**src/rtl/clk_gen_sched.sv**
```systemverilog
// Divide-factor scheduler for clk_gen: manual up/down steps with a settle hold-off,
// plus a timed automatic sweep. Define CLK_GEN_SCHED_WRAP_EN to make the sweep wrap at the limits.
module clk_gen_sched #(
    parameter int FACTOR_W    = 5,
    parameter int FACTOR_MAX  = 31,
    parameter int FACTOR_MIN  = 0,
    parameter int FACTOR_INIT = 0,
    parameter int HOLD        = 4,
    parameter int DWELL_W     = 16
) (
    input  logic                clk_gen_sched_fsys,
    input  logic                clk_gen_sched_rst,
    input  logic                clk_gen_sched_up,
    input  logic                clk_gen_sched_down,
    input  logic                clk_gen_sched_sweep,
    input  logic                clk_gen_sched_dir,
    input  logic [DWELL_W-1:0]  clk_gen_sched_dwell,
    output logic [FACTOR_W-1:0] clk_gen_sched_factor,
    output logic                clk_gen_sched_update,
    output logic                clk_gen_sched_busy,
    output logic                clk_gen_sched_at_limit
);

    localparam int HOLD_W = (HOLD > 1) ? $clog2(HOLD) : 1;
    localparam logic [HOLD_W-1:0]   HOLD_LAST = HOLD_W'(HOLD - 1);
    localparam logic [FACTOR_W-1:0] MAX_F     = FACTOR_W'(FACTOR_MAX);
    localparam logic [FACTOR_W-1:0] MIN_F     = FACTOR_W'(FACTOR_MIN);
    localparam logic [FACTOR_W-1:0] INIT_F    = FACTOR_W'(FACTOR_INIT);

    typedef enum logic [1:0] {
        ST_IDLE,
        ST_HOLD,
        ST_SWEEP
    } state_t;

    state_t               state_reg, state_next;
    logic [FACTOR_W-1:0]  factor_reg, factor_next;
    logic                 update_reg, update_next;
    logic [HOLD_W-1:0]    hold_cnt_reg, hold_cnt_next;
    logic [DWELL_W-1:0]   dwell_cnt_reg, dwell_cnt_next;
    logic [DWELL_W-1:0]   dwell_last_reg, dwell_last_next;

    logic [1:0] btn;
    logic [1:0] btn_edge;
    logic       edge_up;
    logic       edge_down;

    assign btn       = {clk_gen_sched_down, clk_gen_sched_up};
    assign edge_up   = btn_edge[0];
    assign edge_down = btn_edge[1];

    // Previous-level registers run every cycle so a level held through busy never fires later.
    genvar gi;
    generate
        for (gi = 0; gi < 2; gi++) begin : g_edge
            logic btn_q_reg;
            always_ff @(posedge clk_gen_sched_fsys) begin
                if (clk_gen_sched_rst) begin
                    btn_q_reg <= 1'b0;
                end else begin
                    btn_q_reg <= btn[gi];
                end
            end
            assign btn_edge[gi] = btn[gi] & ~btn_q_reg;
        end
    endgenerate

    // Terminal count of the dwell counter; a dwell of 0 behaves like 1.
    logic [DWELL_W-1:0] dwell_term;
    assign dwell_term = (clk_gen_sched_dwell == '0) ? '0 : clk_gen_sched_dwell - 1'b1;

    logic [FACTOR_W-1:0] sweep_target;
    logic                sweep_move;

    always_comb begin
        sweep_target = factor_reg;
        sweep_move   = 1'b0;
        if (clk_gen_sched_dir) begin
            if (factor_reg < MAX_F) begin
                sweep_target = factor_reg + 1'b1;
                sweep_move   = 1'b1;
            end else begin
`ifdef CLK_GEN_SCHED_WRAP_EN
                sweep_target = MIN_F;
                sweep_move   = 1'b1;
`else
                sweep_target = factor_reg;
                sweep_move   = 1'b0;
`endif
            end
        end else begin
            if (factor_reg > MIN_F) begin
                sweep_target = factor_reg - 1'b1;
                sweep_move   = 1'b1;
            end else begin
`ifdef CLK_GEN_SCHED_WRAP_EN
                sweep_target = MAX_F;
                sweep_move   = 1'b1;
`else
                sweep_target = factor_reg;
                sweep_move   = 1'b0;
`endif
            end
        end
    end

    always_comb begin
        state_next      = state_reg;
        factor_next     = factor_reg;
        update_next     = 1'b0;
        hold_cnt_next   = hold_cnt_reg;
        dwell_cnt_next  = dwell_cnt_reg;
        dwell_last_next = dwell_last_reg;
        case (state_reg)
            ST_IDLE: begin
                if (clk_gen_sched_sweep) begin
                    state_next      = ST_SWEEP;
                    dwell_cnt_next  = '0;
                    dwell_last_next = dwell_term;
                end else if (edge_up && !edge_down && factor_reg < MAX_F) begin
                    factor_next   = factor_reg + 1'b1;
                    update_next   = 1'b1;
                    state_next    = ST_HOLD;
                    hold_cnt_next = '0;
                end else if (edge_down && !edge_up && factor_reg > MIN_F) begin
                    factor_next   = factor_reg - 1'b1;
                    update_next   = 1'b1;
                    state_next    = ST_HOLD;
                    hold_cnt_next = '0;
                end
            end
            ST_HOLD: begin
                if (hold_cnt_reg == HOLD_LAST) begin
                    if (clk_gen_sched_sweep) begin
                        state_next      = ST_SWEEP;
                        dwell_cnt_next  = '0;
                        dwell_last_next = dwell_term;
                    end else begin
                        state_next = ST_IDLE;
                    end
                end else begin
                    hold_cnt_next = hold_cnt_reg + 1'b1;
                end
            end
            ST_SWEEP: begin
                if (!clk_gen_sched_sweep) begin
                    state_next = ST_IDLE;
                end else if (dwell_cnt_reg == dwell_last_reg) begin
                    // Dwell and direction take effect only here, at the step cycle.
                    dwell_cnt_next  = '0;
                    dwell_last_next = dwell_term;
                    factor_next     = sweep_target;
                    update_next     = sweep_move;
                end else begin
                    dwell_cnt_next = dwell_cnt_reg + 1'b1;
                end
            end
            default: begin
                state_next = ST_IDLE;
            end
        endcase
    end

    always_ff @(posedge clk_gen_sched_fsys) begin
        if (clk_gen_sched_rst) begin
            state_reg      <= ST_IDLE;
            factor_reg     <= INIT_F;
            update_reg     <= 1'b0;
            hold_cnt_reg   <= '0;
            dwell_cnt_reg  <= '0;
            dwell_last_reg <= '0;
        end else begin
            state_reg      <= state_next;
            factor_reg     <= factor_next;
            update_reg     <= update_next;
            hold_cnt_reg   <= hold_cnt_next;
            dwell_cnt_reg  <= dwell_cnt_next;
            dwell_last_reg <= dwell_last_next;
        end
    end

    assign clk_gen_sched_factor   = factor_reg;
    assign clk_gen_sched_update   = update_reg;
    assign clk_gen_sched_busy     = (state_reg != ST_IDLE);
    assign clk_gen_sched_at_limit = (factor_reg == MAX_F) || (factor_reg == MIN_F);

endmodule

```
**config.mk**
```make
export PLATFORM = sky130hd
export DESIGN_NAME = clk_gen_sched
export DESIGN_NICKNAME = d
export VERILOG_FILES = /design/src/rtl/clk_gen_sched.sv
export SDC_FILE = /design/constraint.sdc
export NUM_CORES = 1
export LEC_CHECK = 0
export BUFFER_PORTS_ARGS = -buffer_cell sky130_fd_sc_hd__buf_2
export CAP_MARGIN = 20
export CORE_MARGIN = 2
export CORE_UTILIZATION = 51
export CTS_BUF_LIST = sky130_fd_sc_hd__clkbuf_4 sky130_fd_sc_hd__clkbuf_8
export DETAILED_ROUTE_END_ITERATION = 10
export PLACE_DENSITY_LB_ADDON = 0.15
export SLEW_MARGIN = 20
export SYNTH_ARGS = -nofsm -noshare
export SYNTH_HDL_FRONTEND = slang
export SYNTH_SLANG_ARGS = --single-unit
```
**constraint.sdc**
```tcl
create_clock -name clk_gen_sched_fsys -period 4.31 [get_ports clk_gen_sched_fsys]
set_clock_uncertainty 0.15 [all_clocks]
set_input_delay 0.862 -clock clk_gen_sched_fsys [delete_from_list [all_inputs] [get_ports clk_gen_sched_fsys]]
set_output_delay 0.862 -clock clk_gen_sched_fsys [all_outputs]
set_load 0.02 [all_outputs]
```
## Word level (Yosys, flattened, before mapping)

Index checks and enable logic that the tools add are counted.

| storage, ports and cells | value |
|---|---|
| input port bits | 22 |
| bits in registers | 44 |
| logic and storage cells | 94 |

| operators by class | value |
|---|---|
| order comparisons | 2 |
| bitwise logic cells | 4 |
| reductions and logical operators | 19 |
| equal/unequal tests | 15 |
| mux-type cells | 41 |
| $add $sub $neg | 5 |

Operators with widths:

| cell | count |
|---|---|
| 2-to-1 mux 16 bit | 9 |
| case mux 16 bit (3 select lines) | 2 |
| 2-to-1 mux 5 bit | 8 |
| 2-to-1 mux 2 bit | 10 |
| adder 16 x 1 -> 16 bit, second input constant | 1 |
| equality test 16 bit | 1 |
| logical NOT 16 bit | 1 |
| subtractor 16 x 1 -> 16 bit, second input constant | 1 |
| != test 2 bit, second input constant | 6 |
| case mux 5 bit (2 select lines) | 1 |
| != test 3 bit, second input constant | 3 |
| 2-to-1 mux 1 bit | 8 |
| AND reduction 4 bit | 2 |
| AND reduction 7 bit | 1 |
| case mux 2 bit (3 select lines) | 1 |
| AND reduction 3 bit | 2 |
| nonzero test 2 bit | 3 |
| adder 5 x 1 -> 5 bit, second input constant | 1 |
| equality test 5 bit, second input constant | 1 |
| greater-than comparator 5 x 1 -> 1 bit, second input constant | 1 |
| logical NOT 5 bit | 1 |
| less-than comparator 5 bit, second input constant | 1 |
| subtractor 5 x 1 -> 5 bit, second input constant | 1 |
| equality test 2 bit, second input constant | 2 |
| other kinds (12) | 18 |

## Depth between registers and ports, before layout

| logic depth | value |
|---|---|
| depth after elaboration | 9 |
| mapped depth | 8 |
| depth with buffers taken out | 7 |

## Least setup slack after synthesis

No wires, ideal clock.

| timing | value |
|---|---|
| path type | input-to-reg |
| start | in clk_gen_sched_down |
| end | reg factor_reg[4], in the netlist clk_gen_sched_factor[4] |
| data arrival time | 2.219 ns |
| stages | 5 |
| slack | 1.817 ns |
| path buffers | 0 |
| library setup time | 0.123 ns |
| data required time | 4.037 ns |
| cell sequence | nor2b_1 > a2111oi_4 > o2111ai_1 > a2111oi_2 > mux2_1 |

| between the ends | value |
|---|---|
| word-level cells in the longest chain between the ends | 7 |

Ends and longest elaborated chain:

| what | RTL line | source |
|---|---|---|
| start, declared | 14 | `input logic clk_gen_sched_down,` |
| AND 1 bit * | 64 | `assign btn_edge[gi] = btn[gi] & ~btn_q_reg;` |
| logical NOT 1 bit | 120 | `end else if (edge_up && !edge_down && factor_reg < MAX_F) begin` |
| logical AND 1 bit (2 in a row) | 120 |  |
| 2-to-1 mux 5 bit | 120 |  |
| 2-to-1 mux 5 bit | 116 | `if (clk_gen_sched_sweep) begin` |
| case mux 5 bit (2 select lines) | 114 | `case (state_reg)` |
| end signal, assigned | 174 | `factor_reg <= factor_next;` |
| end, declared | 37 | `logic [FACTOR_W-1:0] factor_reg, factor_next;` |

Every way passes the cells marked *; elsewhere a longest branch is shown, timed or not. The select of a mux whose other input is x is not followed.
A chain may end at the register's enable or synchronous reset.

## Final worst setup path

| timing | value |
|---|---|
| start | reg factor_reg[0], in the netlist clk_gen_sched_factor[0] |
| end | out clk_gen_sched_at_limit |

| between the ends | value |
|---|---|
| word-level cells in the longest chain between the ends | 2 |

Ends and longest elaborated chain:

| what | RTL line | source |
|---|---|---|
| equality test 5 bit or logical NOT 5 bit (tied branches) | 185 | `assign clk_gen_sched_at_limit = (factor_reg == MAX_F) \|\| (factor_reg == MIN_F);` |
| logical OR 1 bit * | 185 |  |
| end, declared | 21 | `output logic clk_gen_sched_at_limit` |

Every way passes the cells marked *; elsewhere a longest branch is shown, timed or not.

==> flow_metrics.tcl <==
set metrics [dict create \
    place_area_um2 2720 \
    hold_class "register to register" \
    syn2layout_area_growth_pct 11.3 \
    antenna_found_initial 0 \
    clkLatencyLatePin_ns 0.29 \
    clkSlewWorstSetupHoldPaths_ns 0.08 \
    cap_violations 0 \
    cp_data_required_time_ns 3.30 \
    synth_commonest_cells "dfxtp_1, xnor2_1, nor3_1" \
    postSynthCellCount 285 \
    cts_tree "done" \
    synth.largest_area_cell "dfxtp_1" \
    io_pins 30 \
    n_fill_cell 461 \
    yosysTopAreaCellShare 0.347 \
    die_h_um 74.5 \
    clockBufferDepth 2 \
    syn_area_um2 2540 \
    finalHoldViolCount 0 \
    cts_num_sinks 44 \
    finalCritPeriodShare 0.623 \
    overflow 0 \
    grt_pass1_wl_mm 9.02 \
    ys_top_cells_by_area "dfxtp_1, xnor2_1, nor3_1" \
    grt_use_met2 0.348 \
    use_met3 0.0407 \
    rows 25 \
    synth_warnings 0 \
    fin_area_um2 2820 \
    hpwlAfterDp_mm 3.85 \
    fin_ws_ns 1.62 \
    peakVddDrop_uv 133 \
    cts_resized 0 \
    rsz0062_at_grt "false" \
    cts_root_buf "clkbuf_8" \
    initial_core_util 0.533 \
    synthArstFlopShare 0 \
    relSlewSlack 0.502 \
    worstSetupStartpointType "register" \
    min_period_ns 2.69 \
    synth_cell_types 53 \
    p_per_area_nw_per_um2 337 \
    via_count 2085 \
    portBuffers 29 \
    gp_congestion 0.816 \
    worstPathArrival_ns 1.67 \
    drt-initial-drc-count 76 \
    ant_nets 0 \
    diodes 0 \
    grtUsageMet1 0.285 \
    ys_seq_area_frac 0.347 \
    status "finished clean" \
    first_global_vias 1923 \
    setup_viol 0 \
    slew_violations 0 \
    dieArea_um2 5550 \
    post-route-drc-count 0 \
    dr.pass1.iters 4 \
    avgSynthCellArea_um2 8.90 \
    worst_setup_path_end_kind "output pin" \
    cts_setup_buffers 0 \
    setup-tns-final_ns 0 \
    dp_slack_ns 1.48 \
    p_leak_nw 0.978 \
    hold_buffers 0 \
    cts_buffers 5 \
    worstMarginPinSlew_ns 0.738 \
    htreeDepth 2 \
    crit_path_max_fanout 6 \
    fp.coreArea_um2 4750 \
    top_usage_layer "met2" \
    nNetsFinal 339 \
    synth_edf_count 0 \
    synth-main-ff-cell "dfxtp_1" \
    final_core_util 0.594 \
    die_x_um 74.5 \
    ys_ff_latch 44 \
    grt.total_usage 0.213 \
    yosysMostFrequentCell "dfxtp_1" \
    avgRoutedWirePerCell_um 13.9 \
    drt-total-wl_mm 5.22 \
    drive_above_1_share 0.155 \
    avgViaCountPerCell 5.53 \
    syn-num-nets 313 \
    grt_max_degree 45 \
    maxClockFrequency_mhz 372 \
    crit_type "register to output pin" \
]
-- worst paths after layout --
path | to | slack (ns) | start | cells past startpoint
worst max register to register | dwell_last_reg[7] | 1.80 | dwell_cnt_reg[11] | 5
worst min-delay path | hold_cnt_reg[1] | 0.33 | hold_cnt_reg[1] | 2
worst min register to register | hold_cnt_reg[1] | 0.33 | hold_cnt_reg[1] | 2
worst max-delay path | clk_gen_sched_at_limit | 1.62 | clk_gen_sched_factor[0] | 5
-- layout make-up --
type                            instances  area (um2)  share of cell area
Multi-Input combinational cell        205        1510               0.536
Tap cell                               67        83.8              0.0297
Clock buffer                            5        68.8              0.0244
Sequential cell                        44         881               0.312
Inverter                               25        93.8              0.0332
Clock inverter                          1        30.0              0.0106
Timing Repair Buffer                   30         153              0.0541
-- kinds of logic (layout without fill, tap and decap cells) --
logic type | after synthesis | in the layout | share of synthesized area
buffers and inverters | 36 | 61 | 0.0562
AO/OA/AOI/OAI | 46 | 46 | 0.164
adder cells (fa/ha/maj) | 6 | 6 | 0.0296
AND/OR/NAND/NOR | 103 | 103 | 0.224
flip-flops | 44 | 44 | 0.347
XOR/XNOR | 44 | 44 | 0.152
multiplexers | 6 | 6 | 0.0266
-- stage by stage --
| stage | instances | power (mW) | hold slack, ns |
|---|---|---|---|
| after CTS | 377 | 0.959 | 0.339 |
| after detailed placement | 371 | 0.665 | 0.328 |
| after global placement | 371 | 0.661 | 0.300 |
| after global routing | 377 | 1.00 | 0.359 |
| after floorplan | 285 | 0.609 | 0.286 |
| final | 377 | 0.953 | 0.325 |
-- layer usage --
layer  up-vias  wire, um
met1       952      2450
li1       1083         -
met2        42      2510
met4         0        91
met3         8       172
met5         -         0
-- power by group --
| group | internal, mW | switching (mW) | total [mW] |
|---|---|---|---|
| clock network | 0.166 | 0.130 | 0.297 |
| registers | 0.429 | 0.0234 | 0.453 |
| logic | 0.0855 | 0.118 | 0.203 |
-- critical path: stages (launching register included) --
cell     delay (ns)
dfxtp_1        0.36
inv_1          0.09
ha_1           0.20
or4b_4         0.50
nand2_1        0.07
buf_2          0.15
-- cell usage in the layout, fill, tap and decap left out, types with 5 or more instances in the layout --
master	count
inv_1	25
buf_2	29
nor2_1	15
nor2b_1	9
xor2_1	7
nor3_1	29
nand2_1	10
nand3_1	7
dfxtp_1	44
o32ai_1	16
clkbuf_8	5
nand4_1	9
xnor2_1	37
ha_1	6
Power figures use the tool's default switching activity.
